`config.mk`:
```
export PLATFORM = sky130hd
export DESIGN_NAME = fetch_stage_flat
export DESIGN_NICKNAME = d
export VERILOG_FILES = /design/src/rtl/cpu_types_pkg.sv /design/src/rtl/fetch_stage_if.sv /design/src/rtl/fetch_buffer.sv /design/src/rtl/fetch_stage.sv /design/src/flat_wrapper.sv
export SDC_FILE = /design/constraint.sdc
export NUM_CORES = 1
export LEC_CHECK = 0
export CAP_MARGIN = 20
export CORE_MARGIN = 2
export CORE_UTILIZATION = 52
export CTS_CLUSTER_DIAMETER = 40
export DETAILED_ROUTE_END_ITERATION = 10
export PLACE_DENSITY = 0.9
export SLEW_MARGIN = 20
export SYNTH_ARGS = -nofsm -noshare
export SYNTH_HDL_FRONTEND = slang
export SYNTH_HIERARCHICAL = 1
export SYNTH_SLANG_ARGS = --single-unit
export TNS_END_PERCENT = 5
```
`constraint.sdc`:
```
create_clock -name CLK -period 5.7 [get_ports CLK]
set_clock_uncertainty 0.05 [all_clocks]
set_input_delay 1.14 -clock CLK [delete_from_list [all_inputs] [get_ports CLK]]
set_output_delay 1.14 -clock CLK [all_outputs]
set_load 0.02 [all_outputs]
```
`src/rtl/cpu_types_pkg.sv`:
```
// Shared types for the fetch stage: word type, fetch FSM states, PC increment
// and the IF/ID entry record used by both the skid buffer and the IF/ID latch.
package cpu_types_pkg;

  typedef logic [31:0] word_t;

  typedef enum logic [1:0] {
    IDLE  = 2'd0,
    FETCH = 2'd1,
    HOLD  = 2'd2,
    HALT  = 2'd3
  } fetch_state_t;

  localparam word_t WBYTES = 32'd4;

  typedef struct packed {
    word_t instr;
    word_t pc;
    word_t npc;
  } fetch_entry_t;

endpackage

```
`src/rtl/fetch_stage_if.sv`:
```
// Instruction side of the datapath-cache interface. The datapath (master)
// issues imemREN/imemaddr; the icache (slave) answers with ihit/imemload.
interface fetch_stage_if;
  import cpu_types_pkg::*;

  logic  imemREN;
  word_t imemaddr;
  logic  ihit;
  word_t imemload;

  modport master (output imemREN, output imemaddr, input ihit, input imemload);
  modport slave  (input imemREN, input imemaddr, output ihit, output imemload);

endinterface

```
`src/rtl/fetch_buffer.sv`:
```
// One-entry skid register that captures a hit arriving while decode is stalled.
// Clear wins over load, load wins over drain.
module fetch_buffer
  import cpu_types_pkg::*;
(
  input  logic         CLK,
  input  logic         RST,
  input  logic         i_load,
  input  logic         i_drain,
  input  logic         i_clear,
  input  fetch_entry_t i_entry,
  output fetch_entry_t o_entry,
  output logic         o_full
);

  fetch_entry_t r_entry;
  logic         r_full;

  // NOTE: sequential state uses <= only, so every register samples pre-edge values.
  always_ff @(posedge CLK or posedge RST) begin
    if (RST) begin
      r_entry <= '0;
      r_full  <= 1'b0;
    end else if (i_clear) begin
      r_full  <= 1'b0;
    end else if (i_load) begin
      r_entry <= i_entry;
      r_full  <= 1'b1;
    end else if (i_drain) begin
      r_full  <= 1'b0;
    end
  end

  assign o_entry = r_entry;
  assign o_full  = r_full;

endmodule

```
`src/rtl/fetch_stage.sv`:
```
// MIPS IF stage: PC, fetch FSM, skid buffer and IF/ID register.
// Define FETCH_PERF_COUNT_EN to add the fetch_count/stall_count counters.
module fetch_stage
  import cpu_types_pkg::*;
#(
  parameter word_t PC_INIT = 32'h0000_0000
) (
  input  logic            CLK,
  input  logic            RST,
  fetch_stage_if.master   imem,
  input  logic            stall_IF,
  input  logic            flush_IF,
  input  logic            redirect,
  input  word_t           redirect_addr,
  input  logic            halt,
  output word_t           instr_ID,
  output word_t           imemaddr_ID,
  output word_t           next_addr_ID,
  output logic            valid_ID
`ifdef FETCH_PERF_COUNT_EN
  ,
  output word_t           fetch_count,
  output word_t           stall_count
`endif
);

  fetch_state_t r_state, w_next_state;
  word_t        r_pc, w_pc_plus4;
  fetch_entry_t r_ifid;
  logic         r_valid_id;
  fetch_entry_t w_buf_entry;
  logic         w_buf_full;

  logic w_halt_any, w_redirect, w_flush, w_fetching, w_hit;
  logic w_buf_load, w_buf_clear, w_direct_load, w_drain, w_bubble;
  logic w_unused_addr_bits;

  assign w_pc_plus4         = r_pc + WBYTES;
  assign w_unused_addr_bits = &{1'b0, redirect_addr[1:0]};

  // Control priority: halt > redirect > flush > stall.
  assign w_halt_any    = halt | (r_state == HALT);
  assign w_redirect    = redirect & ~w_halt_any;
  assign w_flush       = flush_IF & ~w_redirect & ~w_halt_any;
  assign w_fetching    = (r_state == FETCH) & ~w_halt_any & ~w_redirect;
  assign w_hit         = w_fetching & imem.ihit;
  assign w_buf_load    = w_hit & stall_IF;
  assign w_direct_load = w_hit & ~stall_IF & ~w_flush;
  assign w_drain       = (r_state == HOLD) & w_buf_full & ~stall_IF
                         & ~w_halt_any & ~w_redirect & ~w_flush;
  assign w_buf_clear   = w_halt_any | w_redirect | (w_flush & (r_state == HOLD));
  assign w_bubble      = w_halt_any | w_redirect | w_flush
                         | (w_fetching & ~imem.ihit & ~stall_IF);

  fetch_buffer u_buffer (
    .CLK     (CLK),
    .RST     (RST),
    .i_load  (w_buf_load),
    .i_drain (w_drain),
    .i_clear (w_buf_clear),
    .i_entry ('{instr: imem.imemload, pc: r_pc, npc: w_pc_plus4}),
    .o_entry (w_buf_entry),
    .o_full  (w_buf_full)
  );

  always_ff @(posedge CLK or posedge RST) begin
    if (RST) r_state <= IDLE;
    else     r_state <= w_next_state;
  end

  always_comb begin
    // NOTE: default first so every path assigns w_next_state and no latch is inferred.
    w_next_state = r_state;
    if (w_halt_any) begin
      w_next_state = HALT;
    end else if (w_redirect) begin
      w_next_state = FETCH;
    end else begin
      unique case (r_state)
        IDLE:    w_next_state = FETCH;
        FETCH:   if (imem.ihit && stall_IF) w_next_state = HOLD;
        HOLD:    if (w_flush || !stall_IF)  w_next_state = FETCH;
        HALT:    w_next_state = HALT;
        default: w_next_state = IDLE;
      endcase
    end
  end

  // Request lines depend on registered state only, never on ihit.
  always_comb begin
    imem.imemREN  = (r_state == FETCH);
    imem.imemaddr = r_pc;
  end

  always_ff @(posedge CLK or posedge RST) begin
    if (RST) begin
      r_pc <= PC_INIT;
    end else if (w_redirect) begin
      r_pc <= {redirect_addr[31:2], 2'b00};
    end else if (w_hit) begin
      r_pc <= w_pc_plus4;
    end
  end

  always_ff @(posedge CLK or posedge RST) begin
    if (RST) begin
      r_ifid     <= '0;
      r_valid_id <= 1'b0;
    end else if (w_direct_load) begin
      r_ifid     <= '{instr: imem.imemload, pc: r_pc, npc: w_pc_plus4};
      r_valid_id <= 1'b1;
    end else if (w_drain) begin
      r_ifid     <= w_buf_entry;
      r_valid_id <= 1'b1;
    end else if (w_bubble) begin
      r_ifid.instr <= '0;
      r_valid_id   <= 1'b0;
    end
  end

  assign instr_ID     = r_ifid.instr;
  assign imemaddr_ID  = r_ifid.pc;
  assign next_addr_ID = r_ifid.npc;
  assign valid_ID     = r_valid_id;

`ifdef FETCH_PERF_COUNT_EN
  word_t r_fetch_count, r_stall_count;

  always_ff @(posedge CLK or posedge RST) begin
    if (RST) begin
      r_fetch_count <= '0;
      r_stall_count <= '0;
    end else begin
      if (w_direct_load || w_drain)         r_fetch_count <= r_fetch_count + 32'd1;
      if (stall_IF && (r_state != HALT))    r_stall_count <= r_stall_count + 32'd1;
    end
  end

  assign fetch_count = r_fetch_count;
  assign stall_count = r_stall_count;
`endif

endmodule

```
`src/flat_wrapper.sv`:
```
// flat-port wrapper written by rule: the top's interface ports become plain ports
module fetch_stage_flat import cpu_types_pkg::*;
#(
  parameter word_t PC_INIT = 32'h0000_0000
)
  (CLK, RST, stall_IF, flush_IF, redirect, redirect_addr, halt, instr_ID, imemaddr_ID, next_addr_ID, valid_ID, imem_imemREN, imem_imemaddr, imem_ihit, imem_imemload);
  fetch_stage_if imem_i ();
  input  logic CLK;
  input  logic RST;
  input  logic stall_IF;
  input  logic flush_IF;
  input  logic redirect;
  input  word_t redirect_addr;
  input  logic halt;
  output word_t instr_ID;
  output word_t imemaddr_ID;
  output word_t next_addr_ID;
  output logic valid_ID;
  output wire logic [$bits(imem_i.imemREN)-1:0] imem_imemREN;
  output wire logic [$bits(imem_i.imemaddr)-1:0] imem_imemaddr;
  input wire logic [$bits(imem_i.ihit)-1:0] imem_ihit;
  input wire logic [$bits(imem_i.imemload)-1:0] imem_imemload;
  assign imem_imemREN = imem_i.imemREN;
  assign imem_imemaddr = imem_i.imemaddr;
  assign imem_i.ihit = imem_ihit;
  assign imem_i.imemload = imem_imemload;
  fetch_stage #(.PC_INIT(PC_INIT)) u_core (.CLK(CLK), .RST(RST), .imem(imem_i), .stall_IF(stall_IF), .flush_IF(flush_IF), .redirect(redirect), .redirect_addr(redirect_addr), .halt(halt), .instr_ID(instr_ID), .imemaddr_ID(imemaddr_ID), .next_addr_ID(next_addr_ID), .valid_ID(valid_ID));
endmodule
```
* Yosys cells after proc, flatten, opt, wreduce, memory -nomap -nowiden
Cells that the tools add are included.
Widths: inputs -> output; s select.
** Word-level totals
- Register bits :: 228
- Output and inout port bits :: 130
- Input port bits :: 71
** Operators by class
- Bitwise logic cells :: 28
- Equal/unequal tests :: 5
- Muxes and demuxes :: 17
- Reduce and logical (&&, ||, !) cells :: 10
- Add/subtract/negate cells :: 1
** Operators with widths (number)
- $mux 32 :: 4
- $mux 96 :: 1
- $mux 64 :: 1
- $add 32x3->32 const B :: 1
- $and 1x1->1 :: 17
- $mux 2 :: 4
- $pmux 2 s4 :: 1
- $mux 1 :: 6
- $not 1->1 :: 6
- $reduce_bool 3->1 :: 2
- $or 1x1->1 :: 5
- $eq 2x2->1 const B :: 2
- $ne 4x1->1 const B :: 1
- $ne 4x2->1 const B :: 1
- $reduce_and 2->1 :: 2
- $reduce_bool 2->1 :: 2
- $eq 2x1->1 const B :: 1
- $logic_not 2->1 :: 1
- $logic_and 1x1->1 :: 1
- $logic_not 1->1 :: 1
- $logic_or 1x1->1 :: 1

* Depth between registers and ports, before layout
Gate-level depths: netlist of the first run.
- Word-level depth :: 12
- Depth in mapped cells :: 12
- Gate-level depth less buffers :: 7

* Hierarchy
The synthesis of the first run kept the hierarchy.
** By module, submodules not included
- fetch_stage :: area an instance 6512.5 um^2, instances 1, cells each 705, seq. area each 3228.1 um^2
- fetch_buffer :: area an instance 3814.9 um^2, instances 1, cells each 209, seq. area each 2427.3 um^2

* Worst setup path after synthesis of the first run
OpenSTA, ideal clock, no wires.
- Path kind :: input port to flip-flop
- Start :: input port halt
- End :: register u_core.u_buffer.r_entry (netlist bit u_core/u_buffer/o_entry[40])
- Setup time :: 0.125 ns
- Required time :: 5.525 ns
- Data arrival time :: 3.041 ns
- Setup slack :: 2.484 ns
- Stages on the path :: 11
- Path through :: nor2_1 and3_1 clkbuf_1 buf_2 buf_2 and2_1 nor2b_1 buf_6 buf_8 buf_12 mux2_4
** RTL lines
- from (decl) :: RTL line flat_wrapper.sv:14 : input logic halt;
- $or 1x1->1 (*) :: RTL line fetch_stage.sv:42 : assign w_halt_any = halt | (r_state == HALT);
- $not 1->1 (*) :: RTL line fetch_stage.sv:43, fetch_stage.sv:45
- $and 1x1->1 :: RTL line fetch_stage.sv:43 : assign w_redirect = redirect & ~w_halt_any;
- $not 1->1 :: RTL line fetch_stage.sv:45 : assign w_fetching = (r_state == FETCH) & ~w_halt_any & ~w_redirect;
- $and 1x1->1 (*) :: RTL line fetch_stage.sv:45
- $and 1x1->1 (*) :: RTL line fetch_stage.sv:46 : assign w_hit = w_fetching & imem.ihit;
- $and 1x1->1 (*) :: RTL line fetch_stage.sv:47 : assign w_buf_load = w_hit & stall_IF;
- via u_core.w_buf_load :: RTL line fetch_stage.sv:35 : logic w_buf_load, w_buf_clear, w_direct_load, w_drain, w_bubble;
- $reduce_and 2->1 (no source line) (*)
- to (signal assigned) :: RTL line fetch_buffer.sv:27 : r_entry <= i_entry;
- to (decl) :: RTL line fetch_buffer.sv:16 : fetch_entry_t r_entry;
The timed path passes the listed nets; every way through them passes the cells marked *.
A chain may end at the register's enable or synchronous reset.

* Worst setup path after layout of the first run
- Start :: input port halt
- End :: register u_core.r_ifid (netlist bit u_core/imemaddr_ID[15])
** Between the ends
- Cells in the longest elaborated chain, start to end :: 9
** Ends and longest elaborated chain
- $or 1x1->1 (*) :: RTL line fetch_stage.sv:42
- $not 1->1 (*)
- $and 1x1->1 :: RTL line fetch_stage.sv:43
- $not 1->1 :: RTL line fetch_stage.sv:44, fetch_stage.sv:45, fetch_stage.sv:50
- $and 1x1->1 (on tied branches) :: RTL line fetch_stage.sv:45, fetch_stage.sv:44
- $and 1x1->1 (on tied branches) :: RTL line fetch_stage.sv:46, fetch_stage.sv:44
- $and 1x1->1 / $not 1->1 (equally long branches) :: RTL line fetch_stage.sv:48, fetch_stage.sv:50
- $and 1x1->1 (on tied branches) :: RTL line fetch_stage.sv:48, fetch_stage.sv:50
- $mux 96 / $reduce_bool 2->1 (equally long branches)
- to (signal assigned) :: RTL line fetch_stage.sv:110 : r_ifid <= '{instr: imem.imemload, pc: r_pc, npc: w_pc_plus4};
- to (signal assigned) :: RTL line fetch_stage.sv:113 : r_ifid <= w_buf_entry;
- to (decl) :: RTL line fetch_stage.sv:29 : fetch_entry_t r_ifid;
Every way passes the cells marked *; elsewhere a longest branch is shown, timed or not.

==> out/summary.md, run 1 <==
Worst setup path
• **CP dominant cell by count** nand2_1
• **R2R depth** 7
• **Critical Path Source Type** input pin
• **setup slack of the most critical reg-to-reg path** 2.53 ns
• **Critical Path End Type** register
• **number of buffer and inverter instances along the worst setup path** 3
• **critical-path maximum fanout** 35
• **cell breakdown of the critical path** clkdlybuf4s50_1 > nor3_1 > nand4b_1 > buf_4 > clkinv_2 > nor2_4 > nand2_1 > nand2_1
• **CP Data Arrival Time** 3.94 ns
• **family of cells with the greatest summed delay on the critical path** simple AND/OR/NAND/NOR gates
• **worst reg2reg endpoint** u_core/u_buffer/o_entry[13]
• **worst setup path category** in2reg
• **worst endpoint required time** 6.08 ns
• **cell with the largest stage delay on the worst path** nor2_4
• **biggest cell delay along the critical path** 0.83 ns
• **worst flop-to-flop path startpoint** u_core/r_state[0]

Synth
• **Synth async-reset ratio** 1.00
• **area of the mapped netlist** 0.0103 mm2
• **dominant register cell in the synthesized netlist** dfrtp_1
• **total of warnings raised by yosys** 6
• **portion of the post-synthesis area used by sequential elements** 0.548
• **number of flip-flops and latches in the synthesized netlist** 226
• **Synth Area per Inst** 11.3 um2
• **count of flip-flops with a built-in enable after synthesis** 0
• **post-synthesis instance total** 914
• **number of distinct standard cells referenced by the synthesized netlist** 56

Timing
• **post-layout min period** 3.57 ns
• **Sum Neg Setup Slack** 0 ns
• **final setup fails** 0
• **Slew Limit Fails** 0
• **Highest Clock Rate** 280 MHz
• **count of endpoints failing hold in the final timing report** 0
• **post-route worst setup slack** 2.13 ns
• **final period utilization** 0.626
• **Max-slew headroom** 0.348
• **Worst-Margin Slew** 0.975 ns
• **setup repair after global routing missed its margin** false

Drt
• **routed wire length** 29.7 mm
• **Vias/cell** 5.98
• **drt pass-1 iters** 6
• **DR DRC count** 0
• **post-detailed-route wirelength per cell** 21.4 um
• **DR iter-0 viols** 763
• **via count of the routed design** 8,273
• **number of antenna-violating nets in the routed design** 0

GRT
• **global-route usage over all layers** 0.281
• **total grt overflow** 0
• **met3 Resource Use GR** 0.0591
• **first-pass GRT wire length** 47.2 mm
• **largest net degree at the start of global routing** 95
• **met1 usage in global routing** 0.365
• **global routing met2 resource utilization** 0.472
• **number of antenna violations at the first check in global routing** 0
• **via count of the first global-routing pass** 8,389
• **grt peak-use layer** met2

Final layout
• **highest-count cells in the layout ignoring fill and taps** 226 x dfrtp_1, 196 x clkdlybuf4s50_1, 149 x nand2_1
• **layout cells sized above 1** 0.167
• **number of nets in the layout** 1,165
• **commonest non-fill, non-tap cell in the layout** dfrtp_1
• **diodes inserted** 0
• **Fillers** 1,339
• **signed area change from the synthesized netlist to the final layout** 32.0%

Pwr
• **static power due to leakage** 6.53 nW
• **power density over the cells** 305 mW/mm2
• **Max VDD drop** 0.262 mV

CTS
• **Gates resized, CTS repair** 0
• **number of H-tree branching levels** 2
• **clock transition at the registers of the reported paths** 0.05 ns
• **TritonCTS clock tree** yes
• **number of CTS-inserted buffers** 34
• **maximum count of clock buffers along a single path** 3
• **postcts setup bufs** 0
• **clock sink total** 226
• **number of hold buffers added after cts** 0
• **CTS root buf** clkbuf_16
• **worst skew pair latency** 0.50 ns

Min path
• **hold path startpoint** u_core/imemaddr_ID[16]
• **Cells on Worst Hold Path** 2
• **endpoint of the worst hold path** u_core/imemaddr_ID[16]
• **worst hold-check path type** reg2reg

Floorplan
• **DIE AREA** 0.0210 mm2
• **die boundary width** 145 um
• **area of the core region** 0.0195 mm2
• **Top-Level Pins** 201
• **FP Rows** 51
• **die height** 145 um
• **Initial Utilization** 0.531

Placed design
• **worst-case setup slack after placement** 1.68 ns
• **detailed-placement wirelength estimate** 18.2 mm
• **global placement routability congestion** 0.817
• **IO Port Bufs** 196

Outcome
• **status** complete, no violations

Flow run
• **number of violations of the max-capacitance limit** 0

stage by stage:
step,hold WS (ns),cell area (um2),utilization,power [mW],std cells
3_3_place_gp,0.410,12400,0.638,1.99,1321
4_1_cts,0.426,13600,0.699,4.18,1382
5_1_grt,0.446,13600,0.700,4.28,1383
6_report,0.428,13600,0.700,4.16,1383
3_5_place_dp,0.415,12400,0.638,1.99,1321
2_1_floorplan,0.405,10300,-,1.84,919
state kept, by name (all words and copies together), names as in the netlist:
signal	cells
u_core/instr_ID	32
u_core/imemaddr_ID	32
u_core/imem.imemaddr	30
u_core/r_state	2
u_core/u_buffer/o_full	1
u_core/next_addr_ID	32
u_core/u_buffer/o_entry	96
u_core/valid_ID	1
cells in the mapped netlist, types with 4 or more instances:
| cell | number | area share |
|---|---|---|
| a21o_1 | 7 | 0.0051 |
| a21oi_1 | 10 | 0.0048 |
| a221o_1 | 12 | 0.012 |
| a222oi_1 | 32 | 0.031 |
| a22o_1 | 4 | 0.0034 |
| a22oi_1 | 42 | 0.031 |
| a31oi_1 | 8 | 0.0048 |
| and2_1 | 4 | 0.0024 |
| and3_1 | 8 | 0.0048 |
| buf_12 | 4 | 0.0078 |
| buf_2 | 18 | 0.0087 |
| clkbuf_1 | 43 | 0.016 |
| dfrtp_1 | 226 | 0.55 |
| inv_1 | 43 | 0.016 |
| mux2_2 | 57 | 0.062 |
| mux2_4 | 40 | 0.058 |
| nand2_1 | 149 | 0.054 |
| nand2b_1 | 6 | 0.0036 |
| nand3_1 | 36 | 0.017 |
| nand4_1 | 7 | 0.0042 |
| nor2_1 | 28 | 0.010 |
| nor2b_1 | 7 | 0.0042 |
| nor3_1 | 9 | 0.0044 |
| o21a_1 | 16 | 0.012 |
| o21ai_0 | 21 | 0.010 |
| or3_1 | 4 | 0.0024 |
| xnor2_1 | 17 | 0.014 |
| xor2_1 | 11 | 0.0093 |
power by group:
group | leakage [nW] | switching [mW] | internal [mW]
Sequential | 3.12 | 0.0695 | 1.63
Combinational | 2.83 | 0.141 | 0.128
Clock | 0.581 | 0.779 | 1.41
Total | 6.53 | 0.989 | 3.17
cells by family (layout without fill, tap and decap cells):
kind of cell             after synthesis  in the layout  share of synthesized area
flip-flops                           226            226                      0.548
AO/OA/AOI/OAI                        164            164                      0.123
AND/OR/NAND/NOR                      278            278                      0.128
other                                  1              6                   0.000363
buffers and inverters                116            315                     0.0532
XOR/XNOR                              28             28                     0.0237
multiplexers                         100            100                      0.123
adder cells (fa/ha/maj)                1              1                    0.00121
final cells by class:
| cell class | count | area, um2 | area share |
|---|---|---|---|
| well taps | 265 | 332 | 0.0243 |
| repair buffers | 210 | 2090 | 0.153 |
| clock buffers | 37 | 883 | 0.0648 |
| clock inverters | 24 | 315 | 0.0231 |
| multi-input cells | 577 | 4180 | 0.307 |
| inverters | 44 | 174 | 0.0128 |
| flip-flops and latches | 226 | 5660 | 0.415 |
tightest hold or removal path: cells and delay by family, from the launching register on:
family	cells	cell delay (ns)
flip-flops	1	0.34
AND/OR/NAND/NOR	2	0.11
per-layer routing:
metal | vias up | wire length [um] | share of wire
met5 | - | 0 | 0
met3 | 68 | 2280 | 0.077
met1 | 4165 | 11600 | 0.39
li1 | 3610 | - | -
met2 | 430 | 14900 | 0.50
met4 | 0 | 882 | 0.030
worst max-delay path by stage:
stage / startpoint / to / depth (start not counted)
global route: halt / u_core/imemaddr_ID[15] / 8
floorplan: RST / u_core/imem.imemaddr[10] / 1
CTS: halt / u_core/imemaddr_ID[15] / 8
global placement: halt / u_core/u_buffer/o_entry[23] / 8
finish: halt / u_core/imemaddr_ID[15] / 8
detailed placement: halt / u_core/imemaddr_ID[15] / 8
(Power assumes the default switching activity.)
==> run 2: changes to the inputs <==
--- a/config.mk
+++ b/config.mk
@@ -7,10 +7,10 @@
 export LEC_CHECK = 0
 export CAP_MARGIN = 20
 export CORE_MARGIN = 2
-export CORE_UTILIZATION = 52
+export CORE_UTILIZATION = 47
 export CTS_CLUSTER_DIAMETER = 40
 export DETAILED_ROUTE_END_ITERATION = 10
-export PLACE_DENSITY = 0.9
+export PLACE_DENSITY = 0.86
 export SLEW_MARGIN = 20
 export SYNTH_ARGS = -nofsm -noshare
 export SYNTH_HDL_FRONTEND = slang
==> constraint.sdc (replaced) <==
create_clock -name CLK -period 3.05 [get_ports CLK]
set_clock_uncertainty 0.05 [all_clocks]
set_input_delay 0.61 -clock CLK [delete_from_list [all_inputs] [get_ports CLK]]
set_output_delay 0.61 -clock CLK [all_outputs]
set_load 0.02 [all_outputs]
==> run 2 against run 1 <==
Flip-flop and latch count stayed put. Register-to-register slack got worse by 2.3 ns. Hold slack got worse by 0.0085 ns. Cell count is 2.7% higher. Design area rose by 1.9%. Routed wire length shrank 2.0%. Largest cell class unchanged. Largest power group unchanged.
==> out/summary.md, run 2 (synthesis results as in run 1) <==
Timing
• **Slew Limit Fails** 0
• **Max-slew headroom** 0.488
• **Highest Clock Rate** 350 MHz
• **final period utilization** 0.938
• **count of endpoints failing hold in the final timing report** 0
• **post-layout min period** 2.86 ns
• **setup repair after global routing missed its margin** false
• **Sum Neg Setup Slack** 0 ns
• **final setup fails** 0
• **Worst-Margin Slew** 0.768 ns
• **post-route worst setup slack** 0.189 ns

Floorplan
• **die boundary width** 152 um
• **DIE AREA** 0.0232 mm2
• **area of the core region** 0.0217 mm2
• **FP Rows** 54
• **Initial Utilization** 0.476
• **die height** 152 um
• **Top-Level Pins** 201

Final layout
• **combined area of the multi-input logic cells** 0.00417 mm2
• **final non-filler cell area** 0.0139 mm2
• **highest-count cells in the layout ignoring fill and taps** 226 x dfrtp_1, 196 x clkdlybuf4s50_1, 149 x nand2_1
• **commonest non-fill, non-tap cell in the layout** dfrtp_1
• **final cell count without fillers** 1,421
• **number of nets in the layout** 1,188
• **signed area change from the synthesized netlist to the final layout** 34.5%
• **flip-flop and latch area** 0.00566 mm2
• **diodes inserted** 0
• **flip-flop count of the largest register after layout** 96
• **Fillers** 1,612
• **layout cells sized above 1** 0.181

Worst setup path
• **worst flop-to-flop path startpoint** u_core/imem.imemaddr[3]
• **cell breakdown of the critical path** ha_1 > nand3_1 > nor4_4 > nand4_1 > xnor2_1 > mux2_2
• **CP Data Arrival Time** 3.18 ns
• **cell with the largest stage delay on the worst path** nor4_4
• **setup slack of the most critical reg-to-reg path** 0.19 ns
• **R2R depth** 6
• **worst endpoint required time** 3.37 ns
• **Worst Setup SP** u_core/imem.imemaddr[3]
• **Critical Path End Type** register
• **biggest cell delay along the critical path** 0.72 ns
• **worst setup path category** reg2reg
• **Critical Path Source Type** register
• **critical-path maximum fanout** 9

CTS
• **number of hold buffers added after cts** 0
• **worst skew pair latency** 0.51 ns
• **Gates resized, CTS repair** 0
• **maximum count of clock buffers along a single path** 3
• **CTS root buf** clkbuf_16
• **postcts setup bufs** 0
• **number of CTS-inserted buffers** 34
• **clock sink total** 226
• **number of H-tree branching levels** 2
• **TritonCTS clock tree** yes
• **clock transition at the registers of the reported paths** 0.05 ns

Min path
• **hold path startpoint** u_core/imemaddr_ID[9]
• **worst hold-check path type** reg2reg
• **Cells on Worst Hold Path** 2

Placed design
• **cell area after placement** 0.0127 mm2
• **worst-case setup slack after placement** 0.215 ns
• **IO Port Bufs** 196
• **cell count after placement** 1,360
• **global placement routability congestion** 0.882
• **detailed-placement wirelength estimate** 18.4 mm

Drt
• **post-detailed-route wirelength per cell** 20.5 um
• **drt pass-1 iters** 9
• **DR iter-0 viols** 885
• **Vias/cell** 5.84
• **DR DRC count** 0
• **routed wire length** 29.1 mm
• **via count of the routed design** 8,294
• **number of antenna-violating nets in the routed design** 0

GRT
• **total grt overflow** 0
• **number of antenna violations at the first check in global routing** 0
• **via count of the first global-routing pass** 8,414
• **first-pass GRT wire length** 46.0 mm
• **largest net degree at the start of global routing** 130
• **global-route usage over all layers** 0.245

Pwr
• **static power due to leakage** 6.66 nW
• **Max VDD drop** 0.365 mV
• **power density over the cells** 556 mW/mm2
• **power after layout** 7.72 mW

Outcome
• **status** complete, no violations

Flow run
• **number of violations of the max-capacitance limit** 0

==> run 2: cell count changes in the layout (fill, tap and decap cells not counted), moves of 3 or more <==
cell       previous run  this run
buf_12                1         9
buf_4                12        28
bufinv_16             6         3
clkbuf_1              2         6
clkbuf_8              0         6
clkinv_2              6         2
clkinv_4              6         3
inv_6                 5         1
==> run 2: layout make-up <==
| class | instances | area share |
|---|---|---|
| multi-input combinational | 577 | 0.300 |
| inverter | 44 | 0.0124 |
| clock buffer | 49 | 0.0742 |
| clock inverter | 12 | 0.0115 |
| timing repair buffer | 233 | 0.169 |
| sequential | 226 | 0.407 |
| tap | 280 | 0.0252 |
==> run 2: report_power, final <==
part	total (mW)	internal, mW	leakage, nW	switching (mW)
clock	4.01	2.61	0.570	1.40
combinational	0.549	0.259	2.97	0.290
sequential	3.16	3.05	3.12	0.103
total	7.72	5.93	6.66	1.79
==> run 2: per-stage QoR <==
stage / hold slack (ns) / utilization
finish: 0.420 / 0.641
global route: 0.446 / 0.641
CTS: 0.425 / 0.641
detailed placement: 0.412 / 0.586
global placement: 0.410 / 0.586
floorplan: 0.405 / -
==> run 2: metal layers <==
metal / global-route usage / routed length [um] / part of all wire
met4: 0.0899 / 919 / 0.032
met1: 0.327 / 11800 / 0.41
met3: 0.0484 / 2270 / 0.078
met2: 0.401 / 14100 / 0.49
met5: 0 / 0 / 0
==> run 2: worst paths after layout <==
path,to
min reg2reg,u_core/imemaddr_ID[9]
max,u_core/u_buffer/o_entry[30]
min,u_core/imemaddr_ID[9]
max reg2reg,u_core/u_buffer/o_entry[30]
max in group asynchronous,u_core/u_buffer/o_entry[62]
min in group asynchronous,u_core/u_buffer/o_entry[36]
==> run 2: critical path, delay by kind of cell (launching register included) <==
kind	cells	cell delay, ns
xor gates and xnor gates	1	0.23
adders and majority gates	1	0.29
DFF	1	0.51
muxes	1	0.28
and+or+nand+nor	3	1.38
==> run 3: changes to the inputs <==
--- a/config.mk
+++ b/config.mk
@@ -5,12 +5,13 @@
 export SDC_FILE = /design/constraint.sdc
 export NUM_CORES = 1
 export LEC_CHECK = 0
-export CAP_MARGIN = 20
+export CAP_MARGIN = 5
 export CORE_MARGIN = 2
-export CORE_UTILIZATION = 47
+export CORE_UTILIZATION = 49
+export CTS_BUF_LIST = sky130_fd_sc_hd__clkbuf_8
 export CTS_CLUSTER_DIAMETER = 40
 export DETAILED_ROUTE_END_ITERATION = 10
-export PLACE_DENSITY = 0.86
+export PLACE_DENSITY = 0.89
 export SLEW_MARGIN = 20
 export SYNTH_ARGS = -nofsm -noshare
 export SYNTH_HDL_FRONTEND = slang
==> run 3 against run 2 <==
Clock power down 27%. Utilization increased by 0.94 points. Design area shrank 2.6%. Sequential share of layout area increased by 1.1 points. Non-clock buffer count did not move. Global-route usage up 1.4 points. Die area down 4.0%. Maximum frequency about the same. Register-to-register slack improved by 0.17 ns. Worst setup slack got worse by 0.0026 ns. Flip-flop and latch count stayed put. Clock-buffer cell count is 1 higher. Critical path type is now reg2out. Critical endpoint is now imem_imemREN. Largest power group is now sequential cells.
==> out/summary.md, run 3 (synthesis results as in run 1) <==
Timing
• **Worst-Margin Slew** 0.647 ns
• **post-layout min period** 2.86 ns
• **Sum Neg Setup Slack** 0 ns
• **Max-slew headroom** 0.565
• **setup repair after global routing missed its margin** false
• **final setup fails** 0
• **post-route worst setup slack** 0.187 ns
• **Slew Limit Fails** 0
• **Highest Clock Rate** 349 MHz
• **final period utilization** 0.939
• **count of endpoints failing hold in the final timing report** 0

Floorplan
• **FP Rows** 53
• **area of the core region** 0.0208 mm2
• **DIE AREA** 0.0223 mm2
• **Top-Level Pins** 201
• **die boundary width** 149 um
• **die height** 149 um
• **Initial Utilization** 0.496

Final layout
• **number of nets in the layout** 1,194
• **layout cells sized above 1** 0.185
• **signed area change from the synthesized netlist to the final layout** 31.0%
• **commonest non-fill, non-tap cell in the layout** dfrtp_1
• **Fillers** 1,547
• **diodes inserted** 0
• **flip-flop count of the largest register after layout** 96
• **highest-count cells in the layout ignoring fill and taps** 226 x dfrtp_1, 196 x clkdlybuf4s50_1, 149 x nand2_1
• **end-of-flow core utilization** 0.650

CTS
• **number of H-tree branching levels** 2
• **maximum count of clock buffers along a single path** 3
• **clock sink total** 226
• **Gates resized, CTS repair** 0
• **clock transition at the registers of the reported paths** 0.06 ns
• **postcts setup bufs** 0
• **CTS root buf** clkbuf_8
• **TritonCTS clock tree** yes
• **number of hold buffers added after cts** 0
• **worst skew pair latency** 0.56 ns
• **number of CTS-inserted buffers** 40

Drt
• **routed wire length** 28.7 mm
• **Vias/cell** 5.82
• **post-detailed-route wirelength per cell** 20.2 um
• **DR DRC count** 0
• **DR iter-0 viols** 867
• **drt pass-1 iters** 7
• **number of antenna-violating nets in the routed design** 0
• **via count of the routed design** 8,286

Pwr
• **power density over the cells** 489 mW/mm2
• **Max VDD drop** 0.386 mV
• **static power due to leakage** 6.55 nW

GRT
• **total grt overflow** 0
• **first-pass GRT wire length** 45.3 mm
• **largest net degree at the start of global routing** 98
• **via count of the first global-routing pass** 8,443
• **number of antenna violations at the first check in global routing** 0
• **global-route usage over all layers** 0.259

Worst setup path
• **CP Data Arrival Time** 2.20 ns
• **worst setup path category** reg2out
• **critical-path maximum fanout** 11
• **worst endpoint required time** 2.39 ns
• **Critical Path End Type** primary output
• **Critical Path Source Type** register

Placed design
• **detailed-placement wirelength estimate** 19.0 mm
• **IO Port Bufs** 196
• **global placement routability congestion** 0.885
• **worst-case setup slack after placement** 0.190 ns

Flow run
• **number of violations of the max-capacitance limit** 0

Outcome
• **status** complete, no violations

Min path
• **worst hold-check path type** reg2reg

run 3: metal layers:
layer | vias up | GRT usage | part of all wire
met4 | 0 | 0.111 | 0.036
met5 | - | 0 | 0
met1 | 4136 | 0.344 | 0.40
li1 | 3657 | - | -
met2 | 417 | 0.414 | 0.48
met3 | 76 | 0.0529 | 0.077
run 3: critical path, cell delays in order, from the launching register on:
cell             delay (ns)
dfrtp_1                0.54
nor2b_1                0.42
clkdlybuf4s50_1        0.70
run 3: path summary, 6_finish.rpt:
check / start / endpoint / slack [ns] / cells past startpoint
max in group asynchronous: RST / u_core/next_addr_ID[22] / 1.70 / 3
max reg2reg: u_core/imem.imemaddr[3] / u_core/u_buffer/o_entry[26] / 0.36 / 6
min: u_core/imemaddr_ID[12] / u_core/imemaddr_ID[12] / 0.42 / 2
min in group asynchronous: RST / u_core/next_addr_ID[8] / 0.55 / 2
max: u_core/r_state[0] / imem_imemREN / 0.19 / 2
min reg2reg: u_core/imemaddr_ID[12] / u_core/imemaddr_ID[12] / 0.42 / 2
run 3: cell type report:
| class | instances | area (um2) | area share |
|---|---|---|---|
| Clock buffer | 50 | 688 | 0.0509 |
| Clock inverter | 19 | 150 | 0.0111 |
| Inverter | 44 | 173 | 0.0128 |
| Multi-Input combinational cell | 577 | 4170 | 0.308 |
| Sequential cell | 226 | 5660 | 0.418 |
| Tap cell | 275 | 344 | 0.0254 |
| Timing Repair Buffer | 233 | 2350 | 0.174 |
run 3: metrics by stage:
step	instances	hold WS (ns)	cell area (um2)	total power, mW
after global routing	1424	0.445	13500	6.87
after CTS	1424	0.426	13500	6.66
after global placement	1355	0.410	12700	3.73
final	1424	0.422	13500	6.62
after detailed placement	1355	0.413	12700	3.75
after floorplan	919	0.405	10300	3.43
run 3: power by group:
part / total (mW) / internal [mW] / switching (mW)
logic: 0.534 / 0.255 / 0.279
registers: 3.17 / 3.05 / 0.114
clock network: 2.92 / 1.66 / 1.27
total: 6.62 / 4.96 / 1.66
